File: src/rtl/modred_solinas_pipe.sv
// Streaming reducer mod Solinas prime q = 2^LOGQ - 2^SHIFT + 1: NFOLD registered folds, one conditional-subtract stage.
// Valid/ready with sideband tag. Define MODRED_CHECK_EN for a simulation-only shadow golden pipe driving CHK_ERR.
module modred_solinas_pipe #(
    parameter int unsigned     LOGQ  = 28,
    parameter int unsigned     SHIFT = 16,
    parameter longint unsigned PRIME = (64'd1 << LOGQ) - (64'd1 << SHIFT) + 64'd1,
    parameter int unsigned     NFOLD = 3,
    parameter int unsigned     TAG_W = 8
) (
    input  logic              CLK,
    input  logic              RSTN,
    input  logic              IN_VALID,
    output logic              IN_READY,
    input  logic [2*LOGQ-1:0] DATA_IN,
    input  logic [TAG_W-1:0]  TAG_IN,
    output logic              OUT_VALID,
    input  logic              OUT_READY,
    output logic [LOGQ-1:0]   DATA_OUT,
    output logic [TAG_W-1:0]  TAG_OUT,
    output logic              CHK_ERR
);

    localparam int unsigned     W         = 2*LOGQ + 1;
    localparam int unsigned     FW        = LOGQ + 2;
    localparam longint unsigned PRIME_EXP = (64'd1 << LOGQ) - (64'd1 << SHIFT) + 64'd1;
    localparam logic [FW-1:0]   PRIME_F   = FW'(PRIME);

    if (SHIFT >= LOGQ || SHIFT == 32'd0 || PRIME != PRIME_EXP) begin : g_bad_param
        $error("modred_solinas_pipe: PRIME must equal 2**LOGQ-2**SHIFT+1 with 0 < SHIFT < LOGQ");
    end

    // 2^LOGQ == 2^SHIFT - 1 (mod q), so the high half folds back as hi*(2^SHIFT-1); never negative.
    function automatic logic [W-1:0] solinas_fold(input logic [W-1:0] x);
        logic [W-1:0] lo;
        logic [W-1:0] hi;
        lo = {{(W-LOGQ){1'b0}}, x[LOGQ-1:0]};
        hi = {{LOGQ{1'b0}}, x[W-1:LOGQ]};
        return lo + (hi << SHIFT) - hi;
    endfunction

    logic [W-1:0]     fold_q [NFOLD];
    logic [W-1:0]     fold_d [NFOLD];
    logic [TAG_W-1:0] ftag_q [NFOLD];
    logic [NFOLD-1:0] fvld_q;
    logic             out_vld_q;
    logic [LOGQ-1:0]  out_data_q;
    logic [LOGQ-1:0]  out_data_d;
    logic [TAG_W-1:0] out_tag_q;
    logic             en_s;
    logic [FW-1:0]    fin_x_s;
    logic [FW-1:0]    fin_d_s;

    assign en_s      = OUT_READY | ~out_vld_q;
    assign IN_READY  = en_s;
    assign OUT_VALID = out_vld_q;
    assign DATA_OUT  = out_data_q;
    assign TAG_OUT   = out_tag_q;

    // Fold chain next-state and final conditional subtract.
    always_comb begin
        fold_d[0] = solinas_fold({1'b0, DATA_IN});
        for (int f = 1; f < NFOLD; f++) begin
            fold_d[f] = solinas_fold(fold_q[f-1]);
        end
        // Last fold output is < 2*PRIME, so LOGQ+2 bits hold it and the signed difference.
        fin_x_s = fold_q[NFOLD-1][FW-1:0];
        fin_d_s = fin_x_s - PRIME_F;
        if (fin_d_s[FW-1]) begin
            out_data_d = fin_x_s[LOGQ-1:0];
        end else begin
            out_data_d = fin_d_s[LOGQ-1:0];
        end
    end

    // Pipeline registers: whole pipe shifts on en, bubbles included, holds otherwise.
    always_ff @(posedge CLK or negedge RSTN) begin
        if (!RSTN) begin
            fvld_q     <= '0;
            out_vld_q  <= 1'b0;
            out_data_q <= '0;
            out_tag_q  <= '0;
            for (int f = 0; f < NFOLD; f++) begin
                fold_q[f] <= '0;
                ftag_q[f] <= '0;
            end
        end else if (en_s) begin
            fvld_q[0] <= IN_VALID;
            fold_q[0] <= fold_d[0];
            ftag_q[0] <= TAG_IN;
            for (int f = 1; f < NFOLD; f++) begin
                fvld_q[f] <= fvld_q[f-1];
                fold_q[f] <= fold_d[f];
                ftag_q[f] <= ftag_q[f-1];
            end
            out_vld_q  <= fvld_q[NFOLD-1];
            out_data_q <= out_data_d;
            out_tag_q  <= ftag_q[NFOLD-1];
        end
    end

`ifdef MODRED_CHECK_EN
    localparam logic [W-1:0] PRIME_W = W'(PRIME);

    logic [LOGQ-1:0]  gold_q [NFOLD+1];
    logic [TAG_W-1:0] gtag_q [NFOLD+1];
    logic [W-1:0]     gold_full_s;
    logic             chk_err_q;

    assign gold_full_s = {1'b0, DATA_IN} % PRIME_W;
    assign CHK_ERR     = chk_err_q;

    // Shadow golden pipe aligned with the output register; sticky mismatch flag on each handshake.
    always_ff @(posedge CLK or negedge RSTN) begin
        if (!RSTN) begin
            chk_err_q <= 1'b0;
            for (int f = 0; f <= NFOLD; f++) begin
                gold_q[f] <= '0;
                gtag_q[f] <= '0;
            end
        end else begin
            if (en_s) begin
                gold_q[0] <= gold_full_s[LOGQ-1:0];
                gtag_q[0] <= TAG_IN;
                for (int f = 1; f <= NFOLD; f++) begin
                    gold_q[f] <= gold_q[f-1];
                    gtag_q[f] <= gtag_q[f-1];
                end
            end
            if (out_vld_q && OUT_READY &&
                (gold_q[NFOLD] != out_data_q || gtag_q[NFOLD] != out_tag_q)) begin
                chk_err_q <= 1'b1;
            end
        end
    end
`else
    assign CHK_ERR = 1'b0;
`endif

endmodule

File: config.mk
export PLATFORM = sky130hd
export DESIGN_NAME = modred_solinas_pipe
export DESIGN_NICKNAME = d
export VERILOG_FILES = /design/src/rtl/modred_solinas_pipe.sv
export SDC_FILE = /design/constraint.sdc
export NUM_CORES = 1
export LEC_CHECK = 0
export ABC_AREA = 1
export CAP_MARGIN = 20
export CORE_ASPECT_RATIO = 0.5
export CORE_MARGIN = 4
export CORE_UTILIZATION = 25
export DETAILED_ROUTE_END_ITERATION = 10
export PLACE_DENSITY_LB_ADDON = 0.12
export SKIP_LAST_GASP = 1
export SYNTH_ARGS = -nofsm -noshare
export SYNTH_HDL_FRONTEND = slang
export SYNTH_SLANG_ARGS = --single-unit
File: constraint.sdc
create_clock -name CLK -period 3.23 [get_ports CLK]
set_input_delay 0.4845 -clock CLK [delete_from_list [all_inputs] [get_ports CLK]]
set_output_delay 0.4845 -clock CLK [all_outputs]
set_load 0.005 [all_outputs]
Word level (Yosys, flattened, before mapping)
Cells that the tools add are included.
{"block": "op_classes", "n_mux": 1, "bitwise": 2, "add_sub_neg": 7}
{"operator": "subtractor 46 x 29 -> 47 bit", "n": 1}
{"operator": "adder 28 x 45 -> 46 bit", "n": 1}
{"operator": "subtractor 45 x 28 -> 46 bit", "n": 1}
{"operator": "adder 28 x 44 -> 45 bit", "n": 1}
{"operator": "adder 28 x 30 -> 30 bit", "n": 1}
{"operator": "subtractor 30 x 28 -> 30 bit (second input constant)", "n": 1}
{"operator": "subtractor 30 x 29 -> 30 bit", "n": 1}
{"operator": "two-way mux 28 bit", "n": 1}
{"operator": "NOT 1 bit", "n": 1}
{"operator": "OR 1 bit", "n": 1}
{"block": "totals", "wordCells": 20, "reg_bits": 198, "in_bits": 68, "output_inout_bits": 39}

Logic depth before layout (Yosys ltp)
Gate-level depths: netlist of the first run.
{"block": "depth", "depth_word": 2, "depth_mapped": 18, "mapped_depth_nobuf": 18}

Least setup slack after synthesis of the first run
OpenSTA, ideal clock, no wires.
{"block": "synth_path", "path_kind": "input-to-reg", "from": "input DATA_IN[29]", "to": "register fold_q[139] (netlist bit)", "required_time_ps": 3100, "path_buffers": 0, "arrival_ps": 2348, "cell_stages": 13, "setup_ps": 130, "slack_ps": 751, "cell_sequence": "inv_1 ha_1 ha_1 fa_1 nand2_1 nand3_1 nand3_1 nand2_1 nand2_1 nand3_1 or2_2 nand3_1 o21ai_0"}
{"block": "synth_between", "elab_chain_cells": 2}
{"item": "from (decl)", "line_no": "14", "source": "input logic [2*LOGQ-1:0] DATA_IN,"}
{"item": "adder 28 x 44 -> 45 bit", "line_no": "38", "source": "return lo + (hi << SHIFT) - hi;"}
{"item": "subtractor 45 x 28 -> 46 bit (*)", "line_no": "38"}
{"item": "to (signal, indexed assignment)", "line_no": "92", "source": "fold_q[f] <= fold_d[f];"}
{"item": "to (decl)", "line_no": "41", "source": "logic [W-1:0] fold_q [NFOLD];"}
Every way passes the cells marked *; elsewhere a longest branch is shown, timed or not.
A chain may end at the register's enable or synchronous reset.

Final worst setup path of the first run
{"block": "layout_path", "from": "input DATA_IN[19]", "to": "register fold_q[138] (netlist bit)"}
{"block": "layout_between", "elab_chain_cells": 2}
{"item": "adder 28 x 44 -> 45 bit", "line_no": "38"}
{"item": "subtractor 45 x 28 -> 46 bit", "line_no": "38"}
No other way between the ends.

==> results.sh, run 1 <==
export IMPL_fin_skew_ns=0.0206
export IMPL_die_y_um=195
export IMPL_ys_seq_area_frac=0.268
export IMPL_antennaDiodeCount=0
export IMPL_vias=16400
export IMPL_cts_tree="yes"
export IMPL_yosys_warnings=0
export IMPL_cp_endpoint="fold_q[138]"
export IMPL_regToRegSetupSlack_ns=0.32
export IMPL_syn_to_final_growth_pct=19.9
export IMPL_first_global_vias=16400
export IMPL_powerDensity_mw_per_mm2=1210
export IMPL_syn_nets=3019
export IMPL_drive_gt1_frac=0.0560
export IMPL_synthTopCellsByArea="dfrtp_1 27%, nand2_1 23%, ha_1 11%"
export IMPL_die_w_um=382
export IMPL_critPathLaunch="DATA_IN[19]"
export IMPL_worstPathRequired_ns=3.56
export IMPL_hp_class="reg2reg"
export IMPL_io_pins=107
export IMPL_clock_sinks=187
export IMPL_path_class="in2reg"
export IMPL_antenna_left=0
export IMPL_route_met3_wl_um=1450
export IMPL_core_area_mm2=0.0691
export IMPL_synth_flop_cell="dfrtp_1"
export IMPL_grt_setup_unrepaired="no"
export IMPL_max_stage_delay_ns=0.54
export IMPL_synth_distinct_cells=40
export IMPL_wl_met2_um=26900
export IMPL_ctsRootBufferMaster="clkbuf_16"
export IMPL_synthCells=2756
export IMPL_overflow=0
export IMPL_layout_cells_non_filler=3894
export IMPL_ir_drop_uv=466
export IMPL_grt_usage=0.160
export IMPL_arrival_ns=3.34
export IMPL_wire_per_inst_um=15.1
export IMPL_placed_cells=3862
export IMPL_nets=3200
export IMPL_syn_avg_cell_area_um2=6.34
export IMPL_synth_most_common_cell="nand2_1"
export IMPL_clk_pin_slew_ns=0.07
export IMPL_async_flop_share=1.00
export IMPL_synth_top_area_cell="dfrtp_1"
export IMPL_power_leakage_nw=11.5
export IMPL_vias_per_cell=4.22
export IMPL_tritoncts_num_buffers=17
export IMPL_clock_latency_ns=0.47
export IMPL_die_area_mm2=0.0744
export IMPL_grt_max_degree=88
export IMPL_synth_area_mm2=0.0175
export IMPL_hpwl_um=49200
export IMPL_dpl_worst_slack_ns=-0.262
export IMPL_htree_num_levels=4
export IMPL_finalCriticalPeriod_ns=3.01
export IMPL_setup_violations=0
export IMPL_ff_latch_area_mm2=0.00468
export IMPL_grt_pass1_wl_um=93900
export IMPL_multiInputGateArea_mm2=0.0107
export IMPL_start_util=0.253
export IMPL_reg2reg_depth=16
export IMPL_num_fill_cells=7795
export IMPL_synth_edf_count=0
export IMPL_dr_pass1_iters=5
export IMPL_drv_cap=0
export IMPL_gp_congestion=0.858
export IMPL_fmax_mhz=333
export IMPL_crit_fanout=4
export IMPL_drt_wl_total_um=58600
export IMPL_route_detailed_drc=0
export IMPL_finalHoldViolations=0
export IMPL_drv_slew=0
export IMPL_synth_top_area_share=0.268
export IMPL_io_buffers=105
export IMPL_r2r_end="fold_q[100]"
export IMPL_dr_max_layer_used="met4"
export IMPL_layout_setup_ws_ns=0.224
export IMPL_drtIter0Drc=884
export IMPL_start_kind="input port"
export IMPL_end_kind="flip-flop"
export IMPL_worst_path_max_delay_cell="fa_1"
export IMPL_num_rows=68
export IMPL_status="complete, no violations"
export IMPL_path_cells="clkdlybuf4s50_1 -> inv_1 -> fa_1 -> inv_1 -> ha_1 -> nand2_1 -> inv_1 -> nand2_1 -> nand2_1 -> buf_4 -> a21oi_1 -> nand3_1 -> or2_2 -> nand3_1 -> o21ai_0"
export IMPL_period_share=0.931
export IMPL_slew_limit_headroom=0.603
export IMPL_worstMarginPinSlew_ns=0.596
export IMPL_timing_rr_start="fold_q[144]"
export IMPL_clockBufferDepth=2
export IMPL_synthTopCellsByCount="1078 x nand2_1, 487 x inv_1, 193 x nor2_1, 187 x dfrtp_1, 167 x nand3_1"
export IMPL_synth_ff_latch_count=187
export IMPL_antenna_found_initial=0
export IMPL_routedLengthMet1_um=29400
[per-layer routing]
metal | vias up | track usage
met1 | 7351 | 0.222
li1 | 8859 | -
met4 | 0 | 0.0327
met2 | 178 | 0.267
met3 | 46 | 0.0208
met5 | - | 0
[stage by stage]
step                      power [mW]  utilization  hold WS, ns  TNS (ns)  area (um^2)
after floorplan                 17.1            -        0.189         0        17500
after global placement          23.2        0.294        0.434     -2.54        20300
after detailed placement        23.2        0.294        0.436     -2.55        20300
after CTS                       25.8        0.303        0.454         0        20900
after global routing            28.7        0.303        0.480         0        20900
final                           25.3        0.303        0.459         0        20900
[worst min path at each step]
stage                     startpoint     endpoint  slack, ns  cells after the start
after floorplan                 RSTN  DATA_OUT[0]       0.19                      0
after global placement     fvld_q[2]    OUT_VALID       0.43                      2
after detailed placement   fvld_q[2]    OUT_VALID       0.44                      2
after CTS                  fvld_q[2]    OUT_VALID       0.45                      2
after global routing       fvld_q[2]    OUT_VALID       0.48                      2
final                      fvld_q[2]    OUT_VALID       0.46                      2
[cell usage in the layout, fill, tap and decap left out, types with 5 or more instances in the layout]
master           Yosys  layout
and2_1               5       5
nor3_1              18      18
xnor2_1             35      35
xor2_1              21      21
nand3b_1            15      15
fa_1                39      39
dfrtp_1            187     186
nand3_1            167     167
o21ai_0            129     129
clkbuf_8             0       5
o21bai_1             6       6
nand2_1           1078    1078
nor2_1             193     192
inv_2               10       9
clkdlybuf4s50_1      0     104
nand4_1             17      17
buf_4                1      96
a21oi_1            106     106
or2_2                7       7
inv_1              487     487
ha_1               156     156
clkbuf_16            0      17
[cell type report]
type	count	share of cell area
Timing Repair Buffer	206	0.0891
Sequential cell	187	0.224
Multi-Input combinational cell	2028	0.511
Clock buffer	21	0.0229
Clock inverter	10	0.00723
Inverter	497	0.0892
Tap cell	945	0.0565
[sequential cells by signal (all words and copies together), names as in the netlist]
name       cells
OUT_VALID      1
fvld_q         3
DATA_OUT      28
ftag_q        24
fin_x_s       30
fold_q        93
TAG_OUT        8
[critical path: cells and delay by family]
family | cells | cell delay, ns
simple gates | 6 | 0.97
compound gates | 2 | 0.23
fa+ha+maj | 2 | 0.86
buf+inv | 5 | 0.79
[cell families after synthesis]
group           count (synthesis)  synth area share
simple gates                 1519             0.352
buf+inv                       541             0.120
compound gates                257            0.0760
fa+ha+maj                     195             0.156
flops                         187             0.268
xor+xnor                       56            0.0281
other cells                     1          0.000215
[timing repair]
item,in CTS,in global routing
buffers inserted,0,0
endpoints found under the setup margin,0,6
hold buffers,1,0
endpoints found under the hold margin,5,0
gates resized for setup,0,1
[report_power, final]
part | switching, mW | total (mW) | internal, mW
clock network | 1.04 | 2.35 | 1.31
logic | 11.9 | 18.5 | 6.61
registers | 0.870 | 4.44 | 3.57
total | 13.8 | 25.3 | 11.5
Power figures use the tool's default switching activity.
==> run 2, diff against run 1 <==
--- a/config.mk
+++ b/config.mk
@@ -8,7 +8,7 @@
 export ABC_AREA = 1
 export CAP_MARGIN = 20
 export CORE_ASPECT_RATIO = 0.5
-export CORE_MARGIN = 4
+export CORE_MARGIN = 5
 export CORE_UTILIZATION = 25
 export DETAILED_ROUTE_END_ITERATION = 10
 export PLACE_DENSITY_LB_ADDON = 0.12
==> run 2 against run 1 <==
Compared with the run above: cell area decreased by 0.45%; via count increased by 0.41%; global-route usage decreased by 0.32 points; sequential power about the same; clock skew decreased by 0.0044 ns; clock power decreased by 7%; critical path depth unchanged; die area increased by 1.6%; register-to-register slack improved by 0.02 ns; non-clock buffer count decreased by 7; fmax increased by 1.4%; highest routed layer unchanged.
==> results.sh, run 2 (same netlist as run 1, synthesis figures left out) <==
export IMPL_vias_per_cell=4.24
export IMPL_p_comb_frac=0.737
export IMPL_num_rows=68
export IMPL_grt_usage=0.157
export IMPL_layout_commonest_cell="nand2_1"
export IMPL_powerDensity_mw_per_mm2=1210
export IMPL_largest_reg_flops=93
export IMPL_grt_pass1_wl_um=93100
export IMPL_finalHoldViolations=0
export IMPL_grt_max_degree=87
export IMPL_grt_setup_unrepaired="no"
export IMPL_drv_cap=0
export IMPL_dr_pass1_iters=5
export IMPL_utilization=0.302
export IMPL_drv_slew=0
export IMPL_tritoncts_num_buffers=17
export IMPL_ir_drop_uv=477
export IMPL_clkPwrFrac=0.086
export IMPL_ctsRootBufferMaster="clkbuf_16"
export IMPL_worstPathRequired_ns=3.56
export IMPL_die_w_um=384
export IMPL_drtIter0Drc=904
export IMPL_slew_limit_headroom=0.593
export IMPL_power_leakage_nw=11.4
export IMPL_use_met1=0.219
export IMPL_use_met3=0.0186
export IMPL_core_area_mm2=0.0691
export IMPL_antennaDiodeCount=0
export IMPL_antenna_left=0
export IMPL_clock_latency_ns=0.47
export IMPL_wire_per_inst_um=15.1
export IMPL_p_int_mw=11.3
export IMPL_switchingPower_mw=14.0
export IMPL_arrival_ns=3.30
export IMPL_finalCriticalPeriod_ns=2.96
export IMPL_syn_to_final_growth_pct=19.3
export IMPL_grt_busiest_layer="met2"
export IMPL_registers_top_by_ff_count="fold_q"
export IMPL_nets=3193
export IMPL_gp_congestion=0.853
export IMPL_vias=16500
export IMPL_route_detailed_drc=0
export IMPL_io_buffers=105
export IMPL_die_area_mm2=0.0756
export IMPL_hpwl_um=49000
export IMPL_grt_use_met2=0.267
export IMPL_die_y_um=197
export IMPL_multiInputGateArea_mm2=0.0107
export IMPL_io_pins=107
export IMPL_end_kind="flip-flop"
export IMPL_setup_violations=0
export IMPL_status="complete, no violations"
export IMPL_drive_gt1_frac=0.0544
export IMPL_clockBufferDepth=2
export IMPL_htree_num_levels=4
export IMPL_layout_common_cells="1078 x nand2_1, 487 x inv_1, 192 x nor2_1"
export IMPL_num_fill_cells=7885
export IMPL_cts_setup_buffers=0
export IMPL_overflow=0
export IMPL_fmax_mhz=337
export IMPL_antenna_found_initial=0
export IMPL_drt_wl_total_um=58700
export IMPL_clk_pin_slew_ns=0.08
export IMPL_switching_share=0.554
export IMPL_clock_sinks=187
export IMPL_worstMarginPinSlew_ns=0.611
export IMPL_holdWs_ns=0.0478
export IMPL_fin_skew_ns=0.0162
export IMPL_path_class="in2reg"
export IMPL_cts_tree="yes"
export IMPL_first_global_vias=16400
export IMPL_period_share=0.918
export IMPL_start_util=0.253
export IMPL_regToRegSetupSlack_ns=0.34
export IMPL_hp_class="in2async"
export IMPL_pwr_share_seq=0.177
export IMPL_ff_latch_area_mm2=0.00468
export IMPL_crit_fanout=4
export IMPL_start_kind="input port"
==> run 2: metrics by stage <==
stage                     std cells  total power, mW  area (um^2)  TNS [ns]  setup slack (ns)
after floorplan                2756             17.1        17500         0             0.751
after global placement         3856             23.3        20300     -1.78            -0.257
after detailed placement       3856             23.3        20300     -1.96            -0.263
after CTS                      3888             25.6        20800         0             0.133
after global routing           3888             28.6        20800         0            0.0586
final                          3888             25.2        20800         0             0.266
==> run 2: path summary, 6_finish.rpt <==
| kind | cells after the start | start | end |
|---|---|---|---|
| max reg2reg | 12 | fold_q[169] | fold_q[93] |
| min reg2reg | 2 | fvld_q[2] | OUT_VALID |
| max in group asynchronous | 2 | RSTN | fold_q[131] |
| min | 1 | RSTN | DATA_OUT[16] |
| min in group CLK | 2 | fvld_q[2] | OUT_VALID |
| max | 15 | DATA_IN[33] | fold_q[138] |
==> run 2: final cells by class <==
type | count | share of cell area
sequential | 187 | 0.225
tap | 945 | 0.0567
clock buffer | 17 | 0.0204
clock inverter | 15 | 0.00744
timing repair buffer | 199 | 0.0875
inverter | 497 | 0.0896
multi-input combinational | 2028 | 0.514
==> run 2: power groups by stage <==
stage,Sequential (mW),Clock (mW),Combinational (mW)
CTS,4.49,2.27,18.9
finish,4.47,2.18,18.6
floorplan,4.22,0,12.9
global placement,4.51,0,18.8
global route,4.63,2.35,21.6
detailed placement,4.52,0,18.8
==> run 2: layer usage <==
layer  routed length [um]  part of all wire  up-vias
met3                 1330             0.023       26
met2                27200              0.46      169
li1                     -                 -     8836
met4                  581            0.0099        0
met1                29600              0.50     7471
met5                    0                 0        -
==> run 2: worst max-delay path, stage by stage <==
cell,delay [ns]
clkdlybuf4s50_1,0.45
inv_1,0.09
fa_1,0.51
inv_1,0.04
ha_1,0.33
nand2_1,0.08
nand2_1,0.06
buf_4,0.13
nand2_1,0.05
nand2_1,0.10
a21oi_1,0.15
nand3_1,0.21
or2_2,0.33
nand3_1,0.16
o21ai_0,0.11
==> run 2: repair_timing <==
| action | in CTS | in global routing |
|---|---|---|
| hold buffers | 0 | 0 |
| resized for setup | 0 | 1 |
| endpoints found under the setup margin | 0 | 13 |
==> edit, RTL diff (settings of run 1) <==
The parameter `TAG_W` goes from 8 to 10.
--- a/src/rtl/modred_solinas_pipe.sv
+++ b/src/rtl/modred_solinas_pipe.sv
@@ -7,3 +7,3 @@
     parameter int unsigned     NFOLD = 3,
-    parameter int unsigned     TAG_W = 8
+    parameter int unsigned     TAG_W = 10
 ) (
Interface: changed (resized TAG_IN and TAG_OUT); port bits go from 107 to 111. No check against the original RTL was run, so the function may have changed too.
==> edit against run 1 <==
  * Sequential cell count grew 8
  * Core utilization is 0.19 points higher
  * Worst setup slack improved by 0.092 ns
  * Wire length increased by 1.8%
  * Area after synthesis rose by 1.5%
  * Cell area up 1.4%
  * Non-clock buffer count grew 4
  * Maximum frequency up 3.2%
Power is not shown: default switching activity piles up to over one toggle a cycle in this logic, so the estimate is an artifact.
==> edit: results (changes against run 1) <==
status=finished, final reports clean (unchanged); Hold Crit Depth=2 (unchanged); Reg with most FFs=fold_q (unchanged); Critical Path Max Stage Delay=0.54 ns (about the same); Final nets=3227 (was 3200); YS warnings=0 (unchanged); first-pass GRT wire length=95.2 mm (was 93.9 mm); worst hold path class=reg2reg (unchanged); Starting DRT DRC Count=951 (was 884); r2r setup slk=0.32 ns; postcts setup bufs=0 (unchanged); slew margin rel.=60.1% (was 60.3%); fillcell total=7936 (was 7795); Crit Path Max Fanout=11 (was 4); max FFs per register=93 (unchanged); Crit path max-delay family=simple AND/OR/NAND/NOR gates (unchanged); fraction of the yosys area taken by sequential cells=27.5% (was 26.8%); Worst R2R Start=fold_q[169] (was fold_q[144]); GPL Wtd Cong=0.901 (was 0.858); Async SR Flop Fraction=100% (unchanged); initial antenna violation count=0 (unchanged); hold path start=ftag_q[0] (was fvld_q[2]); Clock Latency Late Sink=0.48 ns; H-Tree Level Count=4 (unchanged); hold path endpoint=TAG_OUT[0] (was OUT_VALID); CTS Buffer Depth=2 (unchanged); share of layout cells above drive strength 1=5.61% (was 5.60%); Setup Skew=0.0164 ns (was 0.0206 ns); Inserted Clock Buffers=17 (unchanged); Net Count, Synth=3047 (was 3019); Total GRT Usage=16.1% (was 16.0%); dpl cell area=20600 µm² (was 20300 µm²); CTS Root Cell=clkbuf_16 (unchanged); HPWL Detailed=49.6 mm (was 49.2 mm); Routed WL per cell=15.2 µm (was 15.1 µm); vias=16700 (was 16400); Crit-path slowest cell=dfrtp_2 (was fa_1); top_reg_cell synth=dfrtp_1 (unchanged); IO Port Bufs=109 (was 105); Netlist cell types=37 (was 40); TritonRoute pass-1 iters=5 (unchanged); Inserted Diodes=0 (unchanged); Synth top cells by count=nand2_1 (1070), inv_1 (493), nand3_1 (199) (was nand2_1 (1078), inv_1 (487), nor2_1 (193)); clock slew at the register clock pins of the worst setup and hold paths=0.09 ns (was 0.07 ns); synth top area cells=dfrtp_1 (28%), nand2_1 (23%), ha_1 (11%) (was dfrtp_1 (27%), nand2_1 (23%), ha_1 (11%)); R2R depth=12 (was 16); RR Endpoint=fold_q[100] (unchanged); largest net degree at the start of global routing=119 (was 88); CP Data Arrival Time=3.25 ns (was 3.34 ns)
==> edit: kinds of logic after synthesis <==
| family | share of synthesized area [%] |
|---|---|
| flip-flops | 27.5 |
| other | 0.0212 |
| buffers and inverters | 11.8 |
| XOR/XNOR | 2.72 |
| AND/OR/NAND/NOR | 35.3 |
| AO/OA/AOI/OAI | 7.19 |
| adder cells (fa/ha/maj) | 15.4 |
==> edit: routing by layer <==
metal / vias to the layer above / GRT usage (%) / routed length [µm]
met2: 195 / 26.8 / 27100
met3: 39 / 2.08 / 1550
met1: 7555 / 22.4 / 30200
met5: - / 0 / 0
met4: 0 / 2.91 / 817
li1: 8947 / - / -
==> edit: final cells by class <==
type | count | area [µm²] | area share [%]
Timing Repair Buffer | 210 | 1920 | 9.04
Multi-Input combinational cell | 2036 | 10800 | 50.7
Clock buffer | 17 | 425 | 2.00
Tap cell | 945 | 1180 | 5.57
Inverter | 502 | 1890 | 8.89
Sequential cell | 195 | 4880 | 23.0
Clock inverter | 15 | 179 | 0.843
==> edit: worst reg2reg max path: stages, from the launching register on <==
cell	delay, ns
dfrtp_2	0.54
buf_4	0.20
fa_1	0.48
inv_1	0.04
ha_1	0.37
nand2_1	0.11
nor2_1	0.21
nand2_1	0.13
nor3_1	0.18
nand2_1	0.14
nand4_1	0.17
buf_12	0.13
o21ai_0	0.08
==> edit: how the worst max path moves through the flow <==
stage | from | end | slack, ns | cells past startpoint
after floorplan | DATA_IN[29] | fold_q[139] | 0.75 | 13
after global placement | DATA_IN[48] | fold_q[151] | -0.13 | 16
after detailed placement | DATA_IN[48] | fold_q[151] | -0.13 | 17
after CTS | fold_q[169] | fold_q[100] | 0.14 | 12
after global routing | fold_q[169] | fold_q[100] | 0.08 | 12
final | fold_q[169] | fold_q[100] | 0.32 | 12
==> edit: through the flow <==
stage | utilization, % | TNS (ns) | hold slack, ns | instances | worst slack, ns
2_1_floorplan | - | 0 | 0.189 | 2782 | 0.751
3_3_place_gp | 29.6 | -0.974 | 0.453 | 3887 | -0.132
3_5_place_dp | 29.6 | -0.959 | 0.437 | 3887 | -0.125
4_1_cts | 30.5 | 0 | 0.464 | 3920 | 0.142
5_1_grt | 30.5 | 0 | 0.496 | 3920 | 0.0756
6_report | 30.5 | 0 | 0.462 | 3920 | 0.317
==> edit: timing repair <==
action | in CTS | in global routing
hold buffers | 1 | 0
gates resized for setup | 0 | 1
setup endpoints to repair | 0 | 9
hold endpoints to repair | 45 | 0
